`src/rtl/control_suma_serie_pkg.sv`:
```
// Shared definitions for the serial nibble add/subtract sequencer:
// FSM encodings, opcode values and the signed-overflow rule.
package control_suma_serie_pkg;

  typedef enum logic [1:0] {
    IDLE = 2'd0,
    RUN  = 2'd1,
    DONE = 2'd2
  } state_t;

  localparam logic OP_ADD = 1'b0;
  localparam logic OP_SUB = 1'b1;

  // b_msb is the MSB of the operand as presented to the adder (after inversion for subtract)
  function automatic logic signed_ovf(input logic a_msb, input logic b_msb, input logic s_msb);
    return (a_msb == b_msb) && (s_msb != a_msb);
  endfunction

endpackage

```
`src/rtl/control_suma_serie_if.sv`:
```
// Request/result bundle between the requesting controller and the serial adder sequencer.
interface control_suma_serie_if #(
  parameter int WIDTH = 16
);
  logic             start;
  logic             op;
  logic [WIDTH-1:0] A;
  logic [WIDTH-1:0] B;
  logic             Ci;
  logic             busy;
  logic             done;
  logic [WIDTH-1:0] Sum;
  logic             Cout;
  logic             ovf;

  modport master (
    output start, op, A, B, Ci,
    input  busy, done, Sum, Cout, ovf
  );

  modport slave (
    input  start, op, A, B, Ci,
    output busy, done, Sum, Cout, ovf
  );
endinterface

```
`src/rtl/sumador_4bit.sv`:
```
// Shared 4-bit ripple-carry adder datapath.
module sumador_4bit (
  input  logic [3:0] A,
  input  logic [3:0] B,
  input  logic       Ci,
  output logic [3:0] Sum,
  output logic       Cout
);
  logic [4:0] c;

  assign c[0] = Ci;

  for (genvar i = 0; i < 4; i++) begin : g_fa
    assign Sum[i]  = A[i] ^ B[i] ^ c[i];
    assign c[i+1]  = (A[i] & B[i]) | (c[i] & (A[i] ^ B[i]));
  end

  assign Cout = c[4];
endmodule

```
`src/rtl/control_suma_serie.sv`:
```
// WIDTH-bit add/subtract computed one nibble per clock, LSB nibble first,
// through a single shared sumador_4bit with a registered carry chain.
//
// state | meaning
// IDLE  | waiting for start; results from last operation held
// RUN   | one nibble per edge at index idx_q, carry kept in carry_q
// DONE  | one-cycle done pulse; start here chains a new operation
module control_suma_serie
  import control_suma_serie_pkg::*;
#(
  parameter int WIDTH = 16
) (
  input logic                 clk,
  input logic                 rst,
  control_suma_serie_if.slave bus
);
  localparam int NIB  = WIDTH / 4;
  localparam int IDXW = (NIB > 1) ? $clog2(NIB) : 1;
  localparam int BASW = IDXW + 2;
  localparam logic [IDXW-1:0] LAST_IDX = IDXW'(NIB - 1);

  if ((WIDTH % 4) != 0 || WIDTH < 8) begin : g_bad_width
    $error("control_suma_serie: WIDTH must be a multiple of 4 and at least 8");
  end

  state_t            state_q, state_nxt;
  logic [WIDTH-1:0]  a_q, b_q, sum_q;
  logic              carry_q, cout_q, ovf_q;
  logic [IDXW-1:0]   idx_q;

  logic              accept, last_nib;
  logic [WIDTH-1:0]  b_sel;
  logic              c_sel;
  logic [BASW-1:0]   base;
  logic [3:0]        add_sum;
  logic              add_cout;

  assign base = {idx_q, 2'b00};

  sumador_4bit u_sumador (
    .A    (a_q[base +: 4]),
    .B    (b_q[base +: 4]),
    .Ci   (carry_q),
    .Sum  (add_sum),
    .Cout (add_cout)
  );

  // Subtract is A + ~B + 1, so the incoming carry is forced high and Ci is ignored
  always_comb begin
    b_sel = bus.B;
    c_sel = bus.Ci;
    if (bus.op == OP_SUB) begin
      b_sel = ~bus.B;
      c_sel = 1'b1;
    end
  end

  always_comb begin
    state_nxt = state_q;
    accept    = 1'b0;
    last_nib  = 1'b0;
    case (state_q)
      IDLE: begin
        if (bus.start) begin
          accept    = 1'b1;
          state_nxt = RUN;
        end
      end
      RUN: begin
        if (idx_q == LAST_IDX) begin
          last_nib  = 1'b1;
          state_nxt = DONE;
        end
      end
      DONE: begin
        if (bus.start) begin
          accept    = 1'b1;
          state_nxt = RUN;
        end else begin
          state_nxt = IDLE;
        end
      end
      default: state_nxt = IDLE;
    endcase
  end

  always_ff @(posedge clk) begin
    if (rst) begin
      state_q <= IDLE;
      a_q     <= '0;
      b_q     <= '0;
      carry_q <= 1'b0;
      idx_q   <= '0;
      sum_q   <= '0;
      cout_q  <= 1'b0;
      ovf_q   <= 1'b0;
    end else begin
      state_q <= state_nxt;
      if (accept) begin
        a_q     <= bus.A;
        b_q     <= b_sel;
        carry_q <= c_sel;
        idx_q   <= '0;
        sum_q   <= '0;
        cout_q  <= 1'b0;
        ovf_q   <= 1'b0;
      end else if (state_q == RUN) begin
        sum_q[base +: 4] <= add_sum;
        carry_q          <= add_cout;
        // Index parks on the last nibble instead of wrapping; start clears it
        if (!last_nib) begin
          idx_q <= idx_q + 1'b1;
        end else begin
          cout_q <= add_cout;
          ovf_q  <= signed_ovf(a_q[WIDTH-1], b_q[WIDTH-1], add_sum[3]);
        end
      end
    end
  end

  assign bus.busy = (state_q == RUN);
  assign bus.done = (state_q == DONE);
  assign bus.Sum  = sum_q;
  assign bus.Cout = cout_q;
  assign bus.ovf  = ovf_q;
endmodule

```
`src/flat_wrapper.sv`:
```
// flat-port wrapper written by rule: the top's interface ports become plain ports
module control_suma_serie_flat import control_suma_serie_pkg::*;
#(
  parameter int WIDTH = 16
)
  (clk, rst, bus_start, bus_op, bus_A, bus_B, bus_Ci, bus_busy, bus_done, bus_Sum, bus_Cout, bus_ovf);
  control_suma_serie_if #(.WIDTH(WIDTH)) bus_i ();
  input logic clk;
  input logic rst;
  input wire logic [$bits(bus_i.start)-1:0] bus_start;
  input wire logic [$bits(bus_i.op)-1:0] bus_op;
  input wire logic [$bits(bus_i.A)-1:0] bus_A;
  input wire logic [$bits(bus_i.B)-1:0] bus_B;
  input wire logic [$bits(bus_i.Ci)-1:0] bus_Ci;
  output wire logic [$bits(bus_i.busy)-1:0] bus_busy;
  output wire logic [$bits(bus_i.done)-1:0] bus_done;
  output wire logic [$bits(bus_i.Sum)-1:0] bus_Sum;
  output wire logic [$bits(bus_i.Cout)-1:0] bus_Cout;
  output wire logic [$bits(bus_i.ovf)-1:0] bus_ovf;
  assign bus_i.start = bus_start;
  assign bus_i.op = bus_op;
  assign bus_i.A = bus_A;
  assign bus_i.B = bus_B;
  assign bus_i.Ci = bus_Ci;
  assign bus_busy = bus_i.busy;
  assign bus_done = bus_i.done;
  assign bus_Sum = bus_i.Sum;
  assign bus_Cout = bus_i.Cout;
  assign bus_ovf = bus_i.ovf;
  control_suma_serie #(.WIDTH(WIDTH)) u_core (.clk(clk), .rst(rst), .bus(bus_i));
endmodule
```
`config.mk`:
```
export PLATFORM = sky130hd
export DESIGN_NAME = control_suma_serie_flat
export DESIGN_NICKNAME = d
export VERILOG_FILES = /design/src/rtl/control_suma_serie_pkg.sv /design/src/rtl/control_suma_serie_if.sv /design/src/rtl/sumador_4bit.sv /design/src/rtl/control_suma_serie.sv /design/src/flat_wrapper.sv
export SDC_FILE = /design/constraint.sdc
export NUM_CORES = 1
export LEC_CHECK = 0
export BUFFER_PORTS_ARGS = -buffer_cell sky130_fd_sc_hd__buf_4
export CORE_MARGIN = 2
export CORE_UTILIZATION = 45
export CTS_CLUSTER_SIZE = 12
export DETAILED_ROUTE_END_ITERATION = 6
export GPL_TIMING_DRIVEN = 0
export PLACE_DENSITY = 0.71
export SYNTH_ARGS = -nofsm -noshare
export SYNTH_HDL_FRONTEND = slang
export SYNTH_HIERARCHICAL = 1
export SYNTH_SLANG_ARGS = --single-unit
```
`constraint.sdc`:
```
create_clock -name clk -period 3.3 [get_ports clk]
set_input_delay 0.495 -clock clk [delete_from_list [all_inputs] [get_ports clk]]
set_output_delay 0.495 -clock clk [all_outputs]
set_load 0.02 [all_outputs]
```
==> results_dict.tcl, run 1 <==
set metrics [dict create \
    path_buf_inv 5 \
    drv_slew 0 \
    hold_violations 0 \
    synth_area_leader_cell "dfxtp_1" \
    cts-buffers-inserted 5 \
    period_needed_ns 3.20 \
    area_growth_pct 26.4 \
    worstHoldPathCells 3 \
    relSlewSlack_pct 70.0 \
    end_kind "flip-flop" \
    vdd_drop_max_mv 0.214 \
    vias 2100 \
    post-place-ws_ns -0.470 \
    grt-ovfl-total 0 \
    min_from "bus_A[14]" \
    wl_per_cell_um 14.2 \
    synth_edf_count 0 \
    core_mm2 0.00557 \
    hold_buffers 0 \
    hp-class "primary input to flip-flop" \
    start_kind "flip-flop" \
    whs_ns 0.421 \
    setup_viol 0 \
    path_common_cell "fa_1" \
    cts_tree "built" \
    min_to "u_core/a_q[14]" \
    ys_warn_count 6 \
    ff2ff_setup_slack_ns 0.10 \
    max_stage_delay_ns 0.53 \
    drt_wl_total_um 5790 \
    drt_pre_antenna_iters 4 \
    hpwl_um 4280 \
    cts_root_buf "clkbuf_8" \
    worstPathRequired_ns 3.54 \
    drtAntennaViolNets 0 \
    place_inst 393 \
    crit_fanout 6 \
    worst_pin_slew_ns 0.447 \
    drt_iter0_markers 102 \
    grt_max_degree 17 \
    r2r_end "u_core/bus.Sum[7]" \
    fp.dieArea_mm2 0.00650 \
    postLayoutCoreUtil_pct 59.9 \
    fin_nets 380 \
    die_height_um 80.6 \
    p_total_w 0.00147 \
    crit_chain "buf_8, mux4_2, fa_1, inv_1, fa_1, inv_1, fa_1, inv_1, fa_1, inv_2, nor4bb_4, nand3_1, a21oi_1" \
    ys_seq_area_share_pct 41.7 \
    rr_worst_depth 13 \
    syn-cell-area_mm2 0.00264 \
    path_clk_slew_ns 0.10 \
    ctsHtreeMaxLevel 2 \
    grt_pass1_wl_um 9470 \
    final_cells 407 \
    worst_slack_ns 0.100 \
    clock.fmax_mhz 313 \
    cp_slowest_cell "mux4_2" \
    place.gp.congestion 0.790 \
    max_cap_viol_count 0 \
    track_usage_pct 19.3 \
    layout-drive-gt1-share_pct 32.5 \
    critPathTopFamily "adder cells" \
    syn_nets 312 \
    grt_antenna_before_repair 0 \
    post-route-drc-count 0 \
    synth.avg_cell_area_um2 9.93 \
    start_util_pct 47.4 \
    ys_async_sr_fraction_pct 0 \
    grt_pass1_vias 2013 \
    num_rows 27 \
    ios 57 \
    worstPathArrival_ns 3.44 \
    path_class "flip-flop to flip-flop" \
    synth.distinct_cells 36 \
    fill_cells 538 \
    clock_skew_ns 0.00877 \
    clock_sinks 55 \
    clk-insertion-delay-late_ns 0.31 \
    rsz0062_at_grt "true" \
    synth_top_area_share_pct 41.7 \
    period_share_pct 97.0 \
    die_w_um 80.6 \
    syn_inst 266 \
    ys_seq_elements 55 \
    rr_startpoint "u_core/idx_q[0]" \
    p_leak_nw 1.36 \
    yosys_most_used_dff "dfxtp_1" \
    status "finished clean" \
    synth_area_leaders "dfxtp_1, mux4_2, xnor2_1, nand2_1, a32o_1" \
    io_buffers 55 \
    cts_buffer_depth 2 \
    vias_per_cell 5.16 \
    antenna_cells 0 \
    p_per_area_mw_per_mm2 441 \
]
==> routing by layer <==
metal	vias to the layer above	part of all wire (%)	global-route usage, %	routed length, um
met1	982	45	25.0	2620
met3	6	5.3	4.72	309
met2	52	48	31.6	2800
li1	1060	-	-	-
met4	0	1.1	5.76	65
met5	-	0	0	0
==> layout make-up <==
cell class / instances / area, um^2 / area share (%)
clock inverter: 2 / 35.0 / 1.05
clock buffer: 6 / 82.6 / 2.47
buffer: 19 / 148 / 4.42
multi-input combinational: 179 / 1370 / 41.1
sequential: 55 / 1100 / 33.1
timing repair buffer: 61 / 458 / 13.7
tap: 72 / 90.1 / 2.70
inverter: 13 / 48.8 / 1.46
==> cell usage after synthesis (2+ instances only) <==
cell type	instances
nand3b_1	3
nand2_1	38
nor3_2	2
buf_4	4
a211oi_1	16
a32o_1	12
nor2b_1	2
ha_1	5
fa_1	4
nor3_1	3
buf_6	6
dfxtp_1	55
nor2_1	24
clkbuf_1	2
inv_1	13
nand4_1	3
xnor2_1	17
mux4_2	8
and3b_1	3
buf_2	7
a21oi_1	22
nand2b_1	3
==> registers in the layout, indices dropped and copies added, names as in the netlist <==
signal / cells
u_core/idx_q: 2
u_core/bus.Cout: 1
u_core/carry_q: 1
u_core/bus.ovf: 1
u_core/bus.Sum: 16
u_core/state_q: 2
u_core/b_q: 16
u_core/a_q: 16
==> worst reg2reg max path: stages (launching register included) <==
cell	delay [ns]
dfxtp_4	0.37
buf_8	0.12
mux4_2	0.53
fa_1	0.42
inv_1	0.07
fa_1	0.16
inv_1	0.05
fa_1	0.35
inv_1	0.07
fa_1	0.43
inv_2	0.09
nor4bb_4	0.24
nand3_1	0.11
a21oi_1	0.13
==> power by group <==
part	leakage [nW]	internal, W	switching, W
registers	0.451	0.000698	0.0000202
logic	0.848	0.000143	0.000149
clock network	0.0612	0.000246	0.000216
==> logic make-up (layout without fill, tap and decap cells) <==
family | after synthesis | count (layout) | synth area share, %
XOR/XNOR | 17 | 17 | 5.63
adder cells (fa/ha/maj) | 9 | 9 | 5.40
AND/OR/NAND/NOR | 91 | 91 | 17.9
multiplexers | 9 | 9 | 7.20
AO/OA/AOI/OAI | 53 | 53 | 15.1
buffers and inverters | 32 | 101 | 7.15
flip-flops | 55 | 55 | 41.7
==> worst max-delay path by stage <==
stage / endpoint / startpoint / depth (start not counted)
detailed placement: u_core/bus.Sum[7] / u_core/idx_q[1] / 13
floorplan: u_core/bus.Sum[7] / u_core/idx_q[1] / 13
global route: u_core/bus.Sum[7] / u_core/idx_q[0] / 13
CTS: u_core/bus.Sum[7] / u_core/idx_q[0] / 13
global placement: u_core/bus.Sum[7] / u_core/idx_q[1] / 13
finish: u_core/bus.Sum[7] / u_core/idx_q[0] / 13
==> through the flow <==
step	setup TNS [ns]	instance area, um^2
final	0	3340
after global routing	-0.00705	3340
after CTS	0	3290
after detailed placement	-0.863	3150
after global placement	-0.896	3150
after floorplan	0	2640
==> placed cells by master, fill, tap and decap left out, types with 8 or more instances in the layout <==
master	instances
buf_4	65
a211oi_1	15
dfxtp_1	54
nand2_1	38
nor2_1	24
a21oi_1	22
a32o_1	12
mux4_2	8
xnor2_1	17
inv_1	12
==> timing repair <==
| item | 4_1_cts | 5_1_grt |
|---|---|---|
| resized for setup | 5 | 5 |
| gates cloned | 0 | 0 |
| pin swaps | 1 | 2 |
| endpoints found under the setup margin | 4 | 4 |
| buffers inserted | 1 | 5 |
Power figures use the tool's default switching activity.
==> run 2, diff against run 1 <==
--- a/config.mk
+++ b/config.mk
@@ -11,7 +11,7 @@
 export CTS_CLUSTER_SIZE = 12
 export DETAILED_ROUTE_END_ITERATION = 6
 export GPL_TIMING_DRIVEN = 0
-export PLACE_DENSITY = 0.71
+export PLACE_DENSITY_LB_ADDON = 0.15
 export SYNTH_ARGS = -nofsm -noshare
 export SYNTH_HDL_FRONTEND = slang
 export SYNTH_HIERARCHICAL = 1
==> run 2 against run 1 <==
Effect of this change: die area did not move; sequential share of layout area is 0.36 points higher; largest power group unchanged; register-to-register slack better by 0.04 ns; non-clock buffer count fell by 2; sequential power is essentially flat.
==> results_dict.tcl, run 2 (synthesis results as in run 1) <==
set metrics [dict create \
    path_clk_slew_ns 0.09 \
    start_util_pct 47.4 \
    drtAntennaViolNets 0 \
    fin_tns_setup_ns 0 \
    final_cells 405 \
    status "finished clean" \
    post-route-drc-count 0 \
    die_height_um 80.6 \
    fill_cells 509 \
    drt_wl_total_um 5810 \
    place.gp.congestion 0.772 \
    drt_pre_antenna_iters 4 \
    ctsHtreeMaxLevel 2 \
    period_share_pct 95.7 \
    num_rows 27 \
    cts_root_buf "clkbuf_8" \
    hp-class "primary input to flip-flop" \
    start_kind "flip-flop" \
    end_kind "flip-flop" \
    clock_skew_ns 0.00704 \
    layout-drive-gt1-share_pct 31.5 \
    area_growth_pct 24.7 \
    place_inst 393 \
    grt_antenna_before_repair 0 \
    vias 2067 \
    wl_per_cell_um 14.3 \
    p_per_area_mw_per_mm2 425 \
    antenna_cells 0 \
    die_w_um 80.6 \
    fin_nets 378 \
    clock_sinks 55 \
    worstPathRequired_ns 3.53 \
    grt-ovfl-total 0 \
    worstPathArrival_ns 3.39 \
    grt_pass1_vias 1922 \
    clock.fmax_mhz 317 \
    worst_pin_slew_ns 0.462 \
    io_buffers 55 \
    cts_buffer_depth 2 \
    vias_per_cell 5.10 \
    min_from "bus_A[8]" \
    vdd_drop_max_mv 0.256 \
    fp.dieArea_mm2 0.00650 \
    worst_slack_ns 0.141 \
    drt_iter0_markers 58 \
    hold_violations 0 \
    drv_slew 0 \
    period_needed_ns 3.16 \
    crit_fanout 4 \
    hpwl_um 4380 \
    max_cap_viol_count 0 \
    ios 57 \
    critPathLaunch "u_core/idx_q[0]" \
    hold_buffers 0 \
    relSlewSlack_pct 68.9 \
    p_total_w 0.00140 \
    rr_startpoint "u_core/idx_q[0]" \
    setup_viol 0 \
    clk-insertion-delay-late_ns 0.30 \
    path_class "flip-flop to flip-flop" \
    grt_max_degree 16 \
    p_leak_nw 1.34 \
    track_usage_pct 18.7 \
    core_mm2 0.00557 \
    final_common_cell "buf_4" \
    layout_common_cells "buf_4, dfxtp_1, nand2_1" \
    grt_pass1_wl_um 9280 \
    cts-buffers-inserted 5 \
    ff2ff_setup_slack_ns 0.14 \
    cts_tree "built" \
    rsz0062_at_grt "false" \
    post-place-ws_ns -0.455 \
]
[run 2: repair_timing]
action	4_1_cts	5_1_grt
gates resized for setup	6	0
setup endpoints to repair	4	2
pin swaps	1	2
buffers inserted	1	3
[run 2: worst max-delay path, stage by stage (launching register included)]
cell	delay [ns]
dfxtp_2	0.34
buf_6	0.12
mux4_2	0.54
fa_1	0.42
inv_1	0.07
fa_1	0.16
inv_1	0.05
fa_1	0.35
inv_1	0.07
fa_1	0.41
inv_2	0.10
nor4bb_4	0.23
nand3_1	0.10
a21oi_1	0.12
[run 2: final cells by class]
class / count / area [um^2] / share of cell area, %
Inverter: 13 / 48.8 / 1.48
Sequential cell: 55 / 1100 / 33.4
Tap cell: 72 / 90.1 / 2.73
Buffer: 19 / 144 / 4.37
Clock buffer: 8 / 100 / 3.04
Timing Repair Buffer: 59 / 443 / 13.4
Multi-Input combinational cell: 179 / 1370 / 41.5
[run 2: final timing paths]
check,endpoint,depth (start not counted)
min reg2reg,u_core/a_q[10],2
max,u_core/bus.Sum[7],13
max reg2reg,u_core/bus.Sum[7],13
min,u_core/a_q[8],3
[run 2: report_power, final]
group / total (W) / switching (W) / internal (W)
registers: 0.000717 / 0.0000187 / 0.000699
logic: 0.000291 / 0.000150 / 0.000141
clock network: 0.000392 / 0.000200 / 0.000192
total: 0.00140 / 0.000369 / 0.00103
[run 2: stage by stage]
step,utilization (%),hold slack [ns],instance area [um^2]
final,59.1,0.442,3300
after global routing,59.1,0.435,3300
after CTS,58.7,0.435,3270
after detailed placement,56.4,0.444,3150
after global placement,56.4,0.439,3150
after floorplan,-,0.433,2640
[run 2: routing by layer]
metal	GRT usage, %	vias up	share of wire, %
met5	0	-	0
met4	4.24	0	0.83
met3	3.26	4	4.1
met2	31.5	43	46
met1	25.1	962	49
li1	-	1058	-
